==> src/rtl/lx32_arch_pkg.sv <==
// Shared lx32 architectural types: ALU operations, opcodes, control-sequencer
// states and the control word latched in DECODE.
package lx32_arch_pkg;

    typedef enum logic [3:0] {
        ALU_ADD  = 4'd0,
        ALU_SUB  = 4'd1,
        ALU_AND  = 4'd2,
        ALU_OR   = 4'd3,
        ALU_SLT  = 4'd4,
        ALU_SLL  = 4'd5,
        ALU_SLTU = 4'd6,
        ALU_XOR  = 4'd7,
        ALU_SRL  = 4'd8,
        ALU_SRA  = 4'd9
    } alu_op_e;

    localparam logic [6:0] OP_R      = 7'b0110011;
    localparam logic [6:0] OP_I      = 7'b0010011;
    localparam logic [6:0] OP_LOAD   = 7'b0000011;
    localparam logic [6:0] OP_STORE  = 7'b0100011;
    localparam logic [6:0] OP_BRANCH = 7'b1100011;
    localparam logic [6:0] OP_JAL    = 7'b1101111;
    localparam logic [6:0] OP_JALR   = 7'b1100111;
    localparam logic [6:0] OP_LUI    = 7'b0110111;
    localparam logic [6:0] OP_AUIPC  = 7'b0010111;

    localparam logic [6:0] F7_MULDIV = 7'b0000001;

    localparam logic [1:0] SRC_A_RS1  = 2'b00;
    localparam logic [1:0] SRC_A_PC   = 2'b01;
    localparam logic [1:0] SRC_A_ZERO = 2'b10;

    localparam logic [1:0] PC_SRC_PLUS4  = 2'b00;
    localparam logic [1:0] PC_SRC_BRANCH = 2'b01;
    localparam logic [1:0] PC_SRC_JAL    = 2'b10;
    localparam logic [1:0] PC_SRC_JALR   = 2'b11;

    localparam logic [1:0] RES_ALU    = 2'b00;
    localparam logic [1:0] RES_LOAD   = 2'b01;
    localparam logic [1:0] RES_PC4    = 2'b10;
    localparam logic [1:0] RES_MULDIV = 2'b11;

    typedef enum logic [2:0] {
        S_FETCH,
        S_DECODE,
        S_EXEC,
        S_MEM,
        S_MDWAIT,
        S_WB,
        S_TRAP
    } ctrl_state_e;

    typedef enum logic [3:0] {
        CLS_ALU_R,
        CLS_ALU_I,
        CLS_LOAD,
        CLS_STORE,
        CLS_BRANCH,
        CLS_JAL,
        CLS_JALR,
        CLS_LUI,
        CLS_AUIPC,
        CLS_MULDIV
    } instr_class_e;

    typedef struct packed {
        instr_class_e cls;
        alu_op_e      alu_op;
        logic [1:0]   alu_src_a;
        logic         alu_src_b;
        logic [2:0]   funct3;
    } ctrl_word_t;

    function automatic logic [1:0] wb_pc_src(input instr_class_e cls);
        case (cls)
            CLS_JAL:  return PC_SRC_JAL;
            CLS_JALR: return PC_SRC_JALR;
            default:  return PC_SRC_PLUS4;
        endcase
    endfunction

    function automatic logic [1:0] wb_result_src(input instr_class_e cls);
        case (cls)
            CLS_LOAD:          return RES_LOAD;
            CLS_JAL, CLS_JALR: return RES_PC4;
            CLS_MULDIV:        return RES_MULDIV;
            default:           return RES_ALU;
        endcase
    endfunction

endpackage

==> src/rtl/lx32_alu_decode.sv <==
// Combinational RV32I ALU operation decode from opcode/funct3/funct7[5].
module lx32_alu_decode
    import lx32_arch_pkg::*;
(
    input  logic [6:0] opcode,
    input  logic [2:0] funct3,
    input  logic       funct7_b5,
    output alu_op_e    alu_op
);

    logic is_r;
    assign is_r = (opcode == OP_R);

    // NOTE: every output of a combinational block gets a default first, so no path can infer a latch.
    always_comb begin
        alu_op = ALU_ADD;
        if (opcode == OP_BRANCH) begin
            case (funct3[2:1])
                2'b00:   alu_op = ALU_SUB;
                2'b10:   alu_op = ALU_SLT;
                2'b11:   alu_op = ALU_SLTU;
                default: alu_op = ALU_ADD;
            endcase
        end else if (is_r || opcode == OP_I) begin
            case (funct3)
                3'b000:  alu_op = (is_r && funct7_b5) ? ALU_SUB : ALU_ADD;
                3'b001:  alu_op = ALU_SLL;
                3'b010:  alu_op = ALU_SLT;
                3'b011:  alu_op = ALU_SLTU;
                3'b100:  alu_op = ALU_XOR;
                3'b101:  alu_op = funct7_b5 ? ALU_SRA : ALU_SRL;
                3'b110:  alu_op = ALU_OR;
                default: alu_op = ALU_AND;
            endcase
        end
    end

endmodule

==> src/rtl/lx32_ctrl_fsm.sv <==
// Multi-cycle lx32 control sequencer: FETCH/DECODE/EXEC/MEM/MDWAIT/WB/TRAP with
// a latched control word, memory-ready timeout and optional mul/div handshake.
module lx32_ctrl_fsm
    import lx32_arch_pkg::*;
#(
    parameter bit          ENABLE_M  = 1'b1,
    parameter int unsigned TIMEOUT_W = 8
) (
    input  logic       clk,
    input  logic       rst,
    input  logic       instr_valid,
    input  logic [6:0] opcode,
    input  logic [2:0] funct3,
    input  logic [6:0] funct7,
    input  logic       mem_ready,
    input  logic       md_done,
    output logic       ifetch_req,
    output logic       ir_write,
    output logic       pc_write,
    output logic [1:0] pc_src,
    output logic [2:0] branch_cond,
    output logic       reg_write,
    output logic [1:0] alu_src_a,
    output logic       alu_src_b,
    output logic [1:0] result_src,
    output alu_op_e    alu_control,
    output logic       mem_req,
    output logic       mem_write,
    output logic       md_start,
    output logic       illegal,
    output logic       bus_err
);

    ctrl_state_e          state;
    ctrl_word_t           ctrl;
    ctrl_word_t           dec_word;
    logic                 dec_illegal;
    alu_op_e              dec_alu_op;
    logic [TIMEOUT_W-1:0] wait_cnt;
    logic                 illegal_q;
    logic                 bus_err_q;
    logic                 is_store;

    lx32_alu_decode u_alu_decode (
        .opcode    (opcode),
        .funct3    (funct3),
        .funct7_b5 (funct7[5]),
        .alu_op    (dec_alu_op)
    );

    always_comb begin
        dec_word           = '0;
        dec_word.alu_op    = dec_alu_op;
        dec_word.funct3    = funct3;
        dec_word.alu_src_a = SRC_A_RS1;
        dec_word.alu_src_b = 1'b1;
        dec_illegal        = 1'b0;
        case (opcode)
            OP_R: begin
                dec_word.alu_src_b = 1'b0;
                if (funct7 == F7_MULDIV) begin
                    dec_word.cls = CLS_MULDIV;
                    dec_illegal  = !ENABLE_M;
                end else begin
                    dec_word.cls = CLS_ALU_R;
                end
            end
            OP_I:     dec_word.cls = CLS_ALU_I;
            OP_LOAD:  dec_word.cls = CLS_LOAD;
            OP_STORE: dec_word.cls = CLS_STORE;
            OP_BRANCH: begin
                dec_word.cls       = CLS_BRANCH;
                dec_word.alu_src_b = 1'b0;
            end
            OP_JAL:   dec_word.cls = CLS_JAL;
            OP_JALR:  dec_word.cls = CLS_JALR;
            OP_LUI: begin
                dec_word.cls       = CLS_LUI;
                dec_word.alu_src_a = SRC_A_ZERO;
            end
            OP_AUIPC: begin
                dec_word.cls       = CLS_AUIPC;
                dec_word.alu_src_a = SRC_A_PC;
            end
            default:  dec_illegal = 1'b1;
        endcase
    end

    assign is_store = (ctrl.cls == CLS_STORE);

    // NOTE: sequential state uses non-blocking assignments only, so every register samples pre-edge values.
    always_ff @(posedge clk) begin
        if (rst) begin
            state     <= S_FETCH;
            ctrl      <= '0;
            wait_cnt  <= '0;
            illegal_q <= 1'b0;
            bus_err_q <= 1'b0;
        end else begin
            case (state)
                S_FETCH: begin
                    if (instr_valid) state <= S_DECODE;
                end
                S_DECODE: begin
                    if (dec_illegal) begin
                        illegal_q <= 1'b1;
                        state     <= S_TRAP;
                    end else begin
                        ctrl  <= dec_word;
                        state <= S_EXEC;
                    end
                end
                S_EXEC: begin
                    case (ctrl.cls)
                        CLS_LOAD, CLS_STORE: begin
                            wait_cnt <= '0;
                            state    <= S_MEM;
                        end
                        CLS_BRANCH: state <= S_FETCH;
                        CLS_MULDIV: state <= S_MDWAIT;
                        default:    state <= S_WB;
                    endcase
                end
                S_MEM: begin
                    // A ready arriving on the all-ones cycle still completes the access.
                    if (mem_ready) begin
                        state <= is_store ? S_FETCH : S_WB;
                    end else if (&wait_cnt) begin
                        bus_err_q <= 1'b1;
                        state     <= S_TRAP;
                    end else begin
                        wait_cnt <= wait_cnt + TIMEOUT_W'(1);
                    end
                end
                S_MDWAIT: begin
                    if (md_done) state <= S_WB;
                end
                S_WB:    state <= S_FETCH;
                S_TRAP:  state <= S_TRAP;
                default: state <= S_FETCH;
            endcase
        end
    end

    // Strobes decode from state and latched word; reset forces everything low at once.
    always_comb begin
        ifetch_req  = 1'b0;
        ir_write    = 1'b0;
        pc_write    = 1'b0;
        pc_src      = PC_SRC_PLUS4;
        branch_cond = 3'b000;
        reg_write   = 1'b0;
        alu_src_a   = SRC_A_RS1;
        alu_src_b   = 1'b0;
        result_src  = RES_ALU;
        alu_control = ALU_ADD;
        mem_req     = 1'b0;
        mem_write   = 1'b0;
        md_start    = 1'b0;
        illegal     = 1'b0;
        bus_err     = 1'b0;
        if (!rst) begin
            illegal = illegal_q;
            bus_err = bus_err_q;
            if (state == S_EXEC || state == S_MEM || state == S_WB) begin
                alu_control = ctrl.alu_op;
                alu_src_a   = ctrl.alu_src_a;
                alu_src_b   = ctrl.alu_src_b;
            end
            case (state)
                S_FETCH: begin
                    ifetch_req = 1'b1;
                    ir_write   = instr_valid;
                end
                S_EXEC: begin
                    if (ctrl.cls == CLS_BRANCH) begin
                        pc_write    = 1'b1;
                        pc_src      = PC_SRC_BRANCH;
                        branch_cond = ctrl.funct3;
                    end
                    md_start = (ctrl.cls == CLS_MULDIV);
                end
                S_MEM: begin
                    mem_req   = 1'b1;
                    mem_write = is_store;
                    pc_write  = is_store && mem_ready;
                end
                S_WB: begin
                    reg_write  = 1'b1;
                    pc_write   = 1'b1;
                    pc_src     = wb_pc_src(ctrl.cls);
                    result_src = wb_result_src(ctrl.cls);
                end
                default: ;
            endcase
        end
    end

endmodule

==> config.mk <==
export PLATFORM = sky130hd
export DESIGN_NAME = lx32_ctrl_fsm
export DESIGN_NICKNAME = d
export VERILOG_FILES = /design/src/rtl/lx32_arch_pkg.sv /design/src/rtl/lx32_alu_decode.sv /design/src/rtl/lx32_ctrl_fsm.sv
export SDC_FILE = /design/constraint.sdc
export NUM_CORES = 1
export LEC_CHECK = 0
export BUFFER_PORTS_ARGS = -buffer_cell sky130_fd_sc_hd__buf_2
export CORE_MARGIN = 2
export CORE_UTILIZATION = 29
export DETAILED_ROUTE_END_ITERATION = 8
export HOLD_SLACK_MARGIN = 0.1
export PLACE_DENSITY = 0.47
export SLEW_MARGIN = 20
export SYNTH_ARGS = -nofsm -noshare
export SYNTH_HDL_FRONTEND = slang
export SYNTH_HIERARCHICAL = 1
export SYNTH_SLANG_ARGS = --single-unit
==> constraint.sdc <==
create_clock -name clk -period 2.1 [get_ports clk]
set_input_delay 0.21 -clock clk [delete_from_list [all_inputs] [get_ports clk]]
set_output_delay 0.21 -clock clk [all_outputs]
set_load 0.05 [all_outputs]
After elaboration in Yosys (flattened, before gate mapping)
Cells that the tools add are included.
Word-level totals
  bits in registers: 27
  bits in latches: 0
  RAM bits: 0
  memory bits (read-only): 0
  input port bits: 22
  word-level logic and storage cells: 122
  memories kept: 0
Cells by class
  add/subtract/negate cells: 1
  multipliers: 0
  divide/modulo/power cells: 0
  magnitude comparators: 0
  equality and inequality tests: 36
  shifts and indexed selects: 0
  muxes and demuxes: 55
  bitwise operators: 2
  reduce and logical (&&, ||, !) cells: 19
Operator list (number)
  one-hot mux 4 bit (9 select lines): 1
  one-hot mux 4 bit (7 select lines): 1
  two-way mux 3 bit: 9
  two-way mux 8 bit: 3
  two-way mux 1 bit: 22
  == test 7 x 6 -> 1 bit, second input constant: 3
  == test 7 bit, second input constant: 3
  two-way mux 4 bit: 5
  == test 3 bit, second input constant: 6
  one-hot mux 3 bit (3 select lines): 2
  one-hot mux 3 bit (6 select lines): 1
  one-hot mux 8 bit (2 select lines): 1
  == test 7 x 5 -> 1 bit, second input constant: 2
  == test 3 x 2 -> 1 bit, second input constant: 4
  == test 4 x 3 -> 1 bit, second input constant: 3
  one-hot mux 2 bit (2 select lines): 3
  two-way mux 2 bit: 5
  AND reduction 10 bit: 1
  OR reduction 9 bit: 1
  adder 8 x 1 -> 8 bit, second input constant: 1
  == test 4 x 2 -> 1 bit, second input constant: 2
  inequality test 2 bit, second input constant: 4
  AND reduction 8 bit: 1
  == test 7 x 1 -> 1 bit, second input constant: 1
  other kinds (18): 28

Longest topological paths before layout
Gate-level depths: netlist (run 1).
  depth in word-level cells: 6
  gate-level depth with buffers: 6

By module
Netlist (run 1), hierarchy kept.
By module, submodules not included
  lx32_ctrl_fsm: times used 1, cells an instance 246, area each 1959.4 µm²
  lx32_alu_decode: times used 1, cells an instance 19, area each 135.1 µm²

Worst setup path before layout (run 1)
No wires, ideal clock.
  kind: reg-to-output
  start: register state[1]
  end: output ir_write
  arrival: 2.766 ns
  data required time: 1.890 ns
  setup slack: -0.876 ns
  cell stages (with the launch flop): 5
  buffers on the path: 2
  cells stage by stage: dfxtp_1 buf_4 clkbuf_1 nor4_1 and2_1
Between the ends
  longest elaborated chain between the ends: 3
RTL lines
  start, declared: line lx32_ctrl_fsm.sv:34  | ctrl_state_e state;
  start signal, assigned: line lx32_ctrl_fsm.sv:127  | state <= is_store ? S_FETCH : S_WB;
  zero test 3 bit: line lx32_ctrl_fsm.sv:170  | case (state)
  two-way mux 1 bit: line lx32_ctrl_fsm.sv:170
  two-way mux 1 bit: line lx32_ctrl_fsm.sv:162  | if (!rst) begin
  end, declared: line lx32_ctrl_fsm.sv:18  | output logic ir_write,
No other way between the ends.

Worst setup path after layout (run 1)
  start: register ctrl[12] (netlist name)
  end: output branch_cond[2]
Between the ends
  longest elaborated chain between the ends: 4
RTL lines
  start, declared: line lx32_ctrl_fsm.sv:35  | ctrl_word_t ctrl;
  start signal, assigned: line lx32_ctrl_fsm.sv:109  | ctrl <= dec_word;
  == test 4 x 3 -> 1 bit: line lx32_ctrl_fsm.sv:176  | if (ctrl.cls == CLS_BRANCH) begin
  two-way mux 3 bit: line lx32_ctrl_fsm.sv:176
  two-way mux 3 bit: line lx32_ctrl_fsm.sv:170
  two-way mux 3 bit: line lx32_ctrl_fsm.sv:162
  end, declared: line lx32_ctrl_fsm.sv:21  | output logic [2:0] branch_cond,
No other way between the ends.

==> results.json, run 1 <==
{
  "status": "finished clean",
  "fillers": 768,
  "grt_overflow": 0,
  "syn_inst": 265,
  "clkSinkCount": 27,
  "drc": 0,
  "syn2layout_area_growth_pct": 21.0,
  "crit_fanout": 4,
  "grt.busiest_layer": "met2",
  "final_cell_mix": "43 x buf_2, 25 x nand2b_1, 25 x dfxtp_1",
  "switching_share": 0.384,
  "fmax_mhz": 505,
  "cts_root_buffer": "clkbuf_8",
  "finalPower_mw": 1.50,
  "die_x_um": 89.0,
  "p_clk_frac": 0.208,
  "final_nets": 332,
  "ys_seq_area_frac": 0.258,
  "viasPerCell": 4.94,
  "grt_max_degree": 35,
  "grt_pass1_vias": 1874,
  "hp-class": "input port to flip-flop",
  "num_rows": 30,
  "power.density_nw_per_um2": 590,
  "yosys_warnings": 6,
  "slowest_delay_ps": 530,
  "criticalPathCategory": "flip-flop to primary output",
  "die_h_um": 89.0,
  "clk_latency_ps": 280,
  "gr-usage-met1": 0.194,
  "dp_hpwl_mm": 3.98,
  "crit_required_ps": 1890,
  "antenna_left": 0,
  "setup_violations": 0,
  "grt_util_all_layers": 0.142,
  "synth-seq-cells": 27,
  "mappedNetlistArea_um2": 2090,
  "cp_slowest_cell": "or3b_2",
  "critPathCaptureType": "primary output",
  "layout-drive-gt1-share": 0.256,
  "routabilityCongestion": 0.848,
  "final_util": 0.367,
  "critical_path_buf_inv_count": 1,
  "period_needed_ps": 1980,
  "antenna_cells": 0,
  "synth_edf_count": 0,
  "routed_wl_mm": 5.36,
  "synth_ff_type": "dfxtp_1",
  "synth_cell_type_count": 63,
  "power.internal_uw": 921,
  "final_area_um2": 2530,
  "rsz0062_at_grt": "false",
  "ctsHoldBuffers": 0,
  "slew_viol_final": 0,
  "critPathLaunchType": "flip-flop",
  "mostFrequentLayoutCell": "buf_2",
  "htree_levels": 1,
  "seq_power_share": 0.406,
  "finalHoldViolCount": 0,
  "wire_per_inst_um": 13.3,
  "max-cap-violations": 0,
  "cts_buffers": 3,
  "multiInputGateArea_um2": 1460,
  "fp.dieArea_um2": 7920,
  "p_leak_nw": 0.965,
  "drtIter0Drc": 49,
  "worstPathCellList": "or3b_2, nor2_4, and2_1, buf_2",
  "cts_tree": "done",
  "seq_area_um2": 548,
  "tightest_slew_ps": 467,
  "start_util": 0.303,
  "clkTransAtPathRegs_ps": 100,
  "io_pins": 45,
  "firstDrtPassIters": 4,
  "use_met3": 0.0277,
  "syn_area_per_cell_um2": 7.90,
  "port_buffers": 44,
  "critPathTopFamily": "simple AND/OR/NAND/NOR gates",
  "vias": 1996,
  "met2_usage": 0.235,
  "antenna_found_initial": 0,
  "grt_pass1_wl_mm": 8.97,
  "cp.arrival_ps": 1770,
  "coreArea_um2": 6910,
  "synth_nets": 288,
  "placed_area_um2": 2470,
  "cts_buffer_depth": 2,
  "ys_async_sr_fraction": 0,
  "vdd_ir_drop_max_mv": 0.218,
  "switching_power_uw": 574,
  "pwr-share-comb": 0.386,
  "relSlewSlack": 0.688,
  "fin_crit_sh": 0.943,
  "skew_ps": 5.36
}
## flip-flops by register name, indices dropped and copies added (netlist names)
signal,flops
wait_cnt,8
ctrl,14
illegal_q,1
bus_err_q,1
state,3
## cells in the mapped netlist (all sizes together) (2+ instances only)
| master | instances | area (um^2) |
|---|---|---|
| nor2 | 17 | 63.8 |
| nor3 | 12 | 65.1 |
| nand2 | 14 | 52.6 |
| o41ai | 3 | 26.3 |
| or3b | 4 | 35.0 |
| dfxtp | 27 | 541 |
| inv | 10 | 37.5 |
| or4 | 3 | 22.5 |
| nand4 | 3 | 18.8 |
| nor4 | 5 | 31.3 |
| a21o | 4 | 30.0 |
| a211oi | 2 | 15.0 |
| a21oi | 18 | 105 |
| o31ai | 4 | 30.0 |
| and2 | 11 | 68.8 |
| a32oi | 3 | 26.3 |
| or2 | 2 | 12.5 |
| nand2b | 25 | 156 |
| o21ai | 8 | 40.0 |
| and4bb | 2 | 25.0 |
| and3b | 2 | 17.5 |
| o22ai | 2 | 12.5 |
| nand3 | 9 | 45.0 |
| o211ai | 2 | 15.0 |
| nand3b | 7 | 65.1 |
| a31oi | 2 | 12.5 |
| nor3b | 3 | 38.8 |
| a2bb2oi | 2 | 17.5 |
| mux2i | 12 | 120 |
| nand4b | 3 | 26.3 |
| a211o | 2 | 17.5 |
| xnor2 | 2 | 17.5 |
| clkbuf | 7 | 26.3 |
| nor2b | 4 | 25.0 |
| or3 | 3 | 18.8 |
| buf | 10 | 70.1 |
## per-layer routing
layer / wire length, um / share of wire
met1: 2690 / 0.50
met2: 2420 / 0.45
met3: 213 / 0.040
met4: 40 / 0.0075
met5: 0 / 0
## stage by stage
| step | hold slack [ps] | std cells | TNS (ps) | setup slack (ps) |
|---|---|---|---|---|
| 5_1_grt | 259 | 404 | 0 | 25.4 |
| 2_1_floorplan | 365 | 265 | -126 | -63.2 |
| 3_5_place_dp | 446 | 400 | 0 | 199 |
| 4_1_cts | 235 | 404 | 0 | 42.4 |
| 3_3_place_gp | 441 | 400 | 0 | 217 |
| 6_report | 242 | 404 | 0 | 119 |
## worst paths after layout
| check | start | endpoint | slack, ps | depth (start not counted) |
|---|---|---|---|---|
| worst max-delay path | ctrl[12] | branch_cond[2] | 120 | 4 |
| worst min-delay path | funct3[0] | ctrl[0] | 240 | 3 |
| worst max register to register | state[0] | wait_cnt[3] | 380 | 5 |
| worst min register to register | bus_err_q | bus_err_q | 460 | 2 |
## final cells by class
class	instances	share of cell area
sequential	27	0.216
clock buffer	3	0.0163
tap	96	0.0474
multi-input combinational	211	0.575
clock inverter	1	0.00197
inverter	10	0.0148
timing repair buffer	56	0.128
## worst register-to-register path, cell delays in order (launching register included)
cell and delay [ps]:
dfxtp_1 340, buf_4 190, nor3b_2 300, a21oi_2 200
or4_1 490, a21oi_1 150
## kinds of logic after synthesis
group,after synthesis,synth area share
and+or+nand+nor,132,0.389
AOI/OAI and AO/OA,62,0.207
buffers and inverters,27,0.0639
DFF,27,0.258
muxes,13,0.0627
xor gates and xnor gates,3,0.0125
adders and majority gates,1,0.00597
## repair_timing
item / 4_1_cts / 5_1_grt
setup endpoints to repair: 12 / 7
hold endpoints to repair: 0 / 0
resized for setup: 3 / 4
buffers inserted: 0 / 0
## power groups by stage
stage               registers, mW  clock network, mW  logic [mW]
finish                      0.607              0.311       0.577
detailed placement          0.609                  0       0.574
global placement            0.606                  0       0.576
floorplan                   0.580                  0       0.441
CTS                         0.601              0.328       0.578
global route                0.616              0.353       0.632
No activity file was read; power rests on OpenSTA's default activity.
==> inputs of run 2 (changes only) <==
--- a/config.mk
+++ b/config.mk
@@ -11,6 +11,7 @@
 export DETAILED_ROUTE_END_ITERATION = 8
 export HOLD_SLACK_MARGIN = 0.1
 export PLACE_DENSITY = 0.47
+export RECOVER_POWER = 25
 export SLEW_MARGIN = 20
 export SYNTH_ARGS = -nofsm -noshare
 export SYNTH_HDL_FRONTEND = slang
==> constraint.sdc (replaced) <==
create_clock -name clk -period 2.25 [get_ports clk]
set_input_delay 0.225 -clock clk [delete_from_list [all_inputs] [get_ports clk]]
set_output_delay 0.225 -clock clk [all_outputs]
set_load 0.05 [all_outputs]
==> run 2 against run 1 <==
  * Total power is 9.2% lower
  * Hold slack gained 12 ps
  * Design area decreased by 2.9%
  * Die area unchanged
  * Global-route usage shrank 0.32 points
  * Flip-flop and latch count unchanged
  * Critical endpoint is now branch_cond[1]
  * Highest routed layer unchanged
==> results.json, run 2 (synthesis gave the netlist of run 1 again) <==
{
  "criticalPathCategory": "flip-flop to primary output",
  "cts_setup_buffers": 0,
  "drc": 0,
  "fp.dieArea_um2": 7920,
  "port_buffers": 44,
  "max-cap-violations": 0,
  "antenna_cells": 0,
  "antenna_left": 0,
  "skew_ps": 5.64,
  "firstDrtPassIters": 4,
  "cts_root_buffer": "clkbuf_8",
  "cts_buffers": 3,
  "drtIter0Drc": 97,
  "coreArea_um2": 6910,
  "dp_hpwl_mm": 4.00,
  "start_util": 0.303,
  "largest_register": "ctrl",
  "worstHoldStart": "funct3[2]",
  "final_cell_mix": "42 x buf_2, 25 x nand2b_1, 24 x dfxtp_1",
  "clkSinkCount": 27,
  "fmax_mhz": 463,
  "hp-class": "input port to flip-flop",
  "ff2ff_setup_slack_ps": 250,
  "power.density_nw_per_um2": 551,
  "setup_violations": 0,
  "final_area_um2": 2460,
  "htree_levels": 1,
  "seq_area_um2": 544,
  "syn2layout_area_growth_pct": 17.6,
  "io_pins": 45,
  "routed_wl_mm": 5.33,
  "crit_required_ps": 2030,
  "cts_buffer_depth": 2,
  "multiInputGateArea_um2": 1430,
  "post_cts_resized": 0,
  "min_path_cells": 3,
  "viasPerCell": 5.10,
  "die_h_um": 89.0,
  "critPathCaptureType": "primary output",
  "num_rows": 30,
  "vias": 2046,
  "relSlewSlack": 0.446,
  "largest_register_ffs": 14,
  "finalPower_mw": 1.36,
  "critPathLaunchType": "flip-flop",
  "placed_area_um2": 2420,
  "grt_pass1_wl_mm": 8.75,
  "ctsHoldBuffers": 0,
  "finalHoldViolCount": 0,
  "status": "finished clean",
  "slew_viol_final": 0,
  "cts_tree": "done",
  "period_needed_ps": 2160,
  "p_leak_nw": 0.921,
  "grt_util_all_layers": 0.138,
  "top_regs": "ctrl x14, wait_cnt x8, state x3",
  "layout-drive-gt1-share": 0.239,
  "grt_pass1_vias": 1785,
  "final_nets": 329,
  "timing.rr.end": "ctrl[13]",
  "r2r_start": "state[0]",
  "cp_slowest_cell": "or3b_2",
  "routabilityCongestion": 0.794,
  "hold_end": "ctrl[2]",
  "critPathTopFamily": "simple AND/OR/NAND/NOR gates",
  "tightest_slew_ps": 831,
  "rsz0062_at_grt": "false",
  "antenna_found_initial": 0,
  "grt_overflow": 0,
  "clk_latency_ps": 280,
  "clkTransAtPathRegs_ps": 100,
  "mostFrequentLayoutCell": "buf_2",
  "die_x_um": 89.0,
  "critical_path_buf_inv_count": 1,
  "fin_crit_sh": 0.961,
  "reg2regPathDepth": 5,
  "grt_max_degree": 29,
  "slowest_delay_ps": 510,
  "vdd_ir_drop_max_mv": 0.181,
  "cp.arrival_ps": 1940,
  "worstPathCellList": "or3b_2, nor2_1, and2_1, buf_2",
  "wire_per_inst_um": 13.3,
  "crit_fanout": 4,
  "fillers": 759
}
run 2: cell count changes in the layout (fill, tap and decap cells not counted), sizes merged:
cell / before / now
buf: 55 / 48
clkbuf: 4 / 8
clkinv: 1 / 0
clkinvlp: 0 / 1
run 2: cell type report:
cell class                      instances  area share
Tap cell                               96      0.0488
Sequential cell                        27       0.221
Clock buffer                            3      0.0168
Timing Repair Buffer                   53       0.114
Clock inverter                          1     0.00305
Multi-Input combinational cell        211       0.581
Inverter                               10      0.0152
run 2: tightest hold or removal path, delay by kind of cell:
kind / cells / cell delay [ps]
and+or+nand+nor: 1 / 80
buffers and inverters: 1 / 140
muxes: 1 / 60
run 2: power by group:
part	internal, mW	switching, mW
clock	0.126	0.172
sequential	0.513	0.0543
combinational	0.194	0.298
run 2: metrics by stage:
stage          setup TNS [ps]  hold WS (ps)  worst slack, ps   util  instances
2_1_floorplan            -110           380             -110      -        265
3_3_place_gp                0           444              390  0.351        397
3_5_place_dp                0           450              391  0.351        397
4_1_cts                     0           243             62.9  0.358        401
5_1_grt                     0           239             10.3  0.357        401
6_report                    0           255             87.9  0.357        401
run 2: routing by layer:
layer	up-vias	routed length [um]	track usage
met5	-	0	0
met4	0	52	0.0366
met3	4	181	0.0166
met2	43	2350	0.206
met1	948	2750	0.210
li1	1051	-	-
run 2: worst max-delay path by stage:
stage	startpoint	end	slack, ps	cells past startpoint
6_report	ctrl[10]	branch_cond[1]	90	4
5_1_grt	ctrl[10]	branch_cond[1]	10	4
4_1_cts	ctrl[10]	branch_cond[1]	60	4
3_5_place_dp	ctrl[10]	branch_cond[1]	390	4
3_3_place_gp	ctrl[10]	branch_cond[1]	390	4
2_1_floorplan	state[1]	ir_write	-110	4
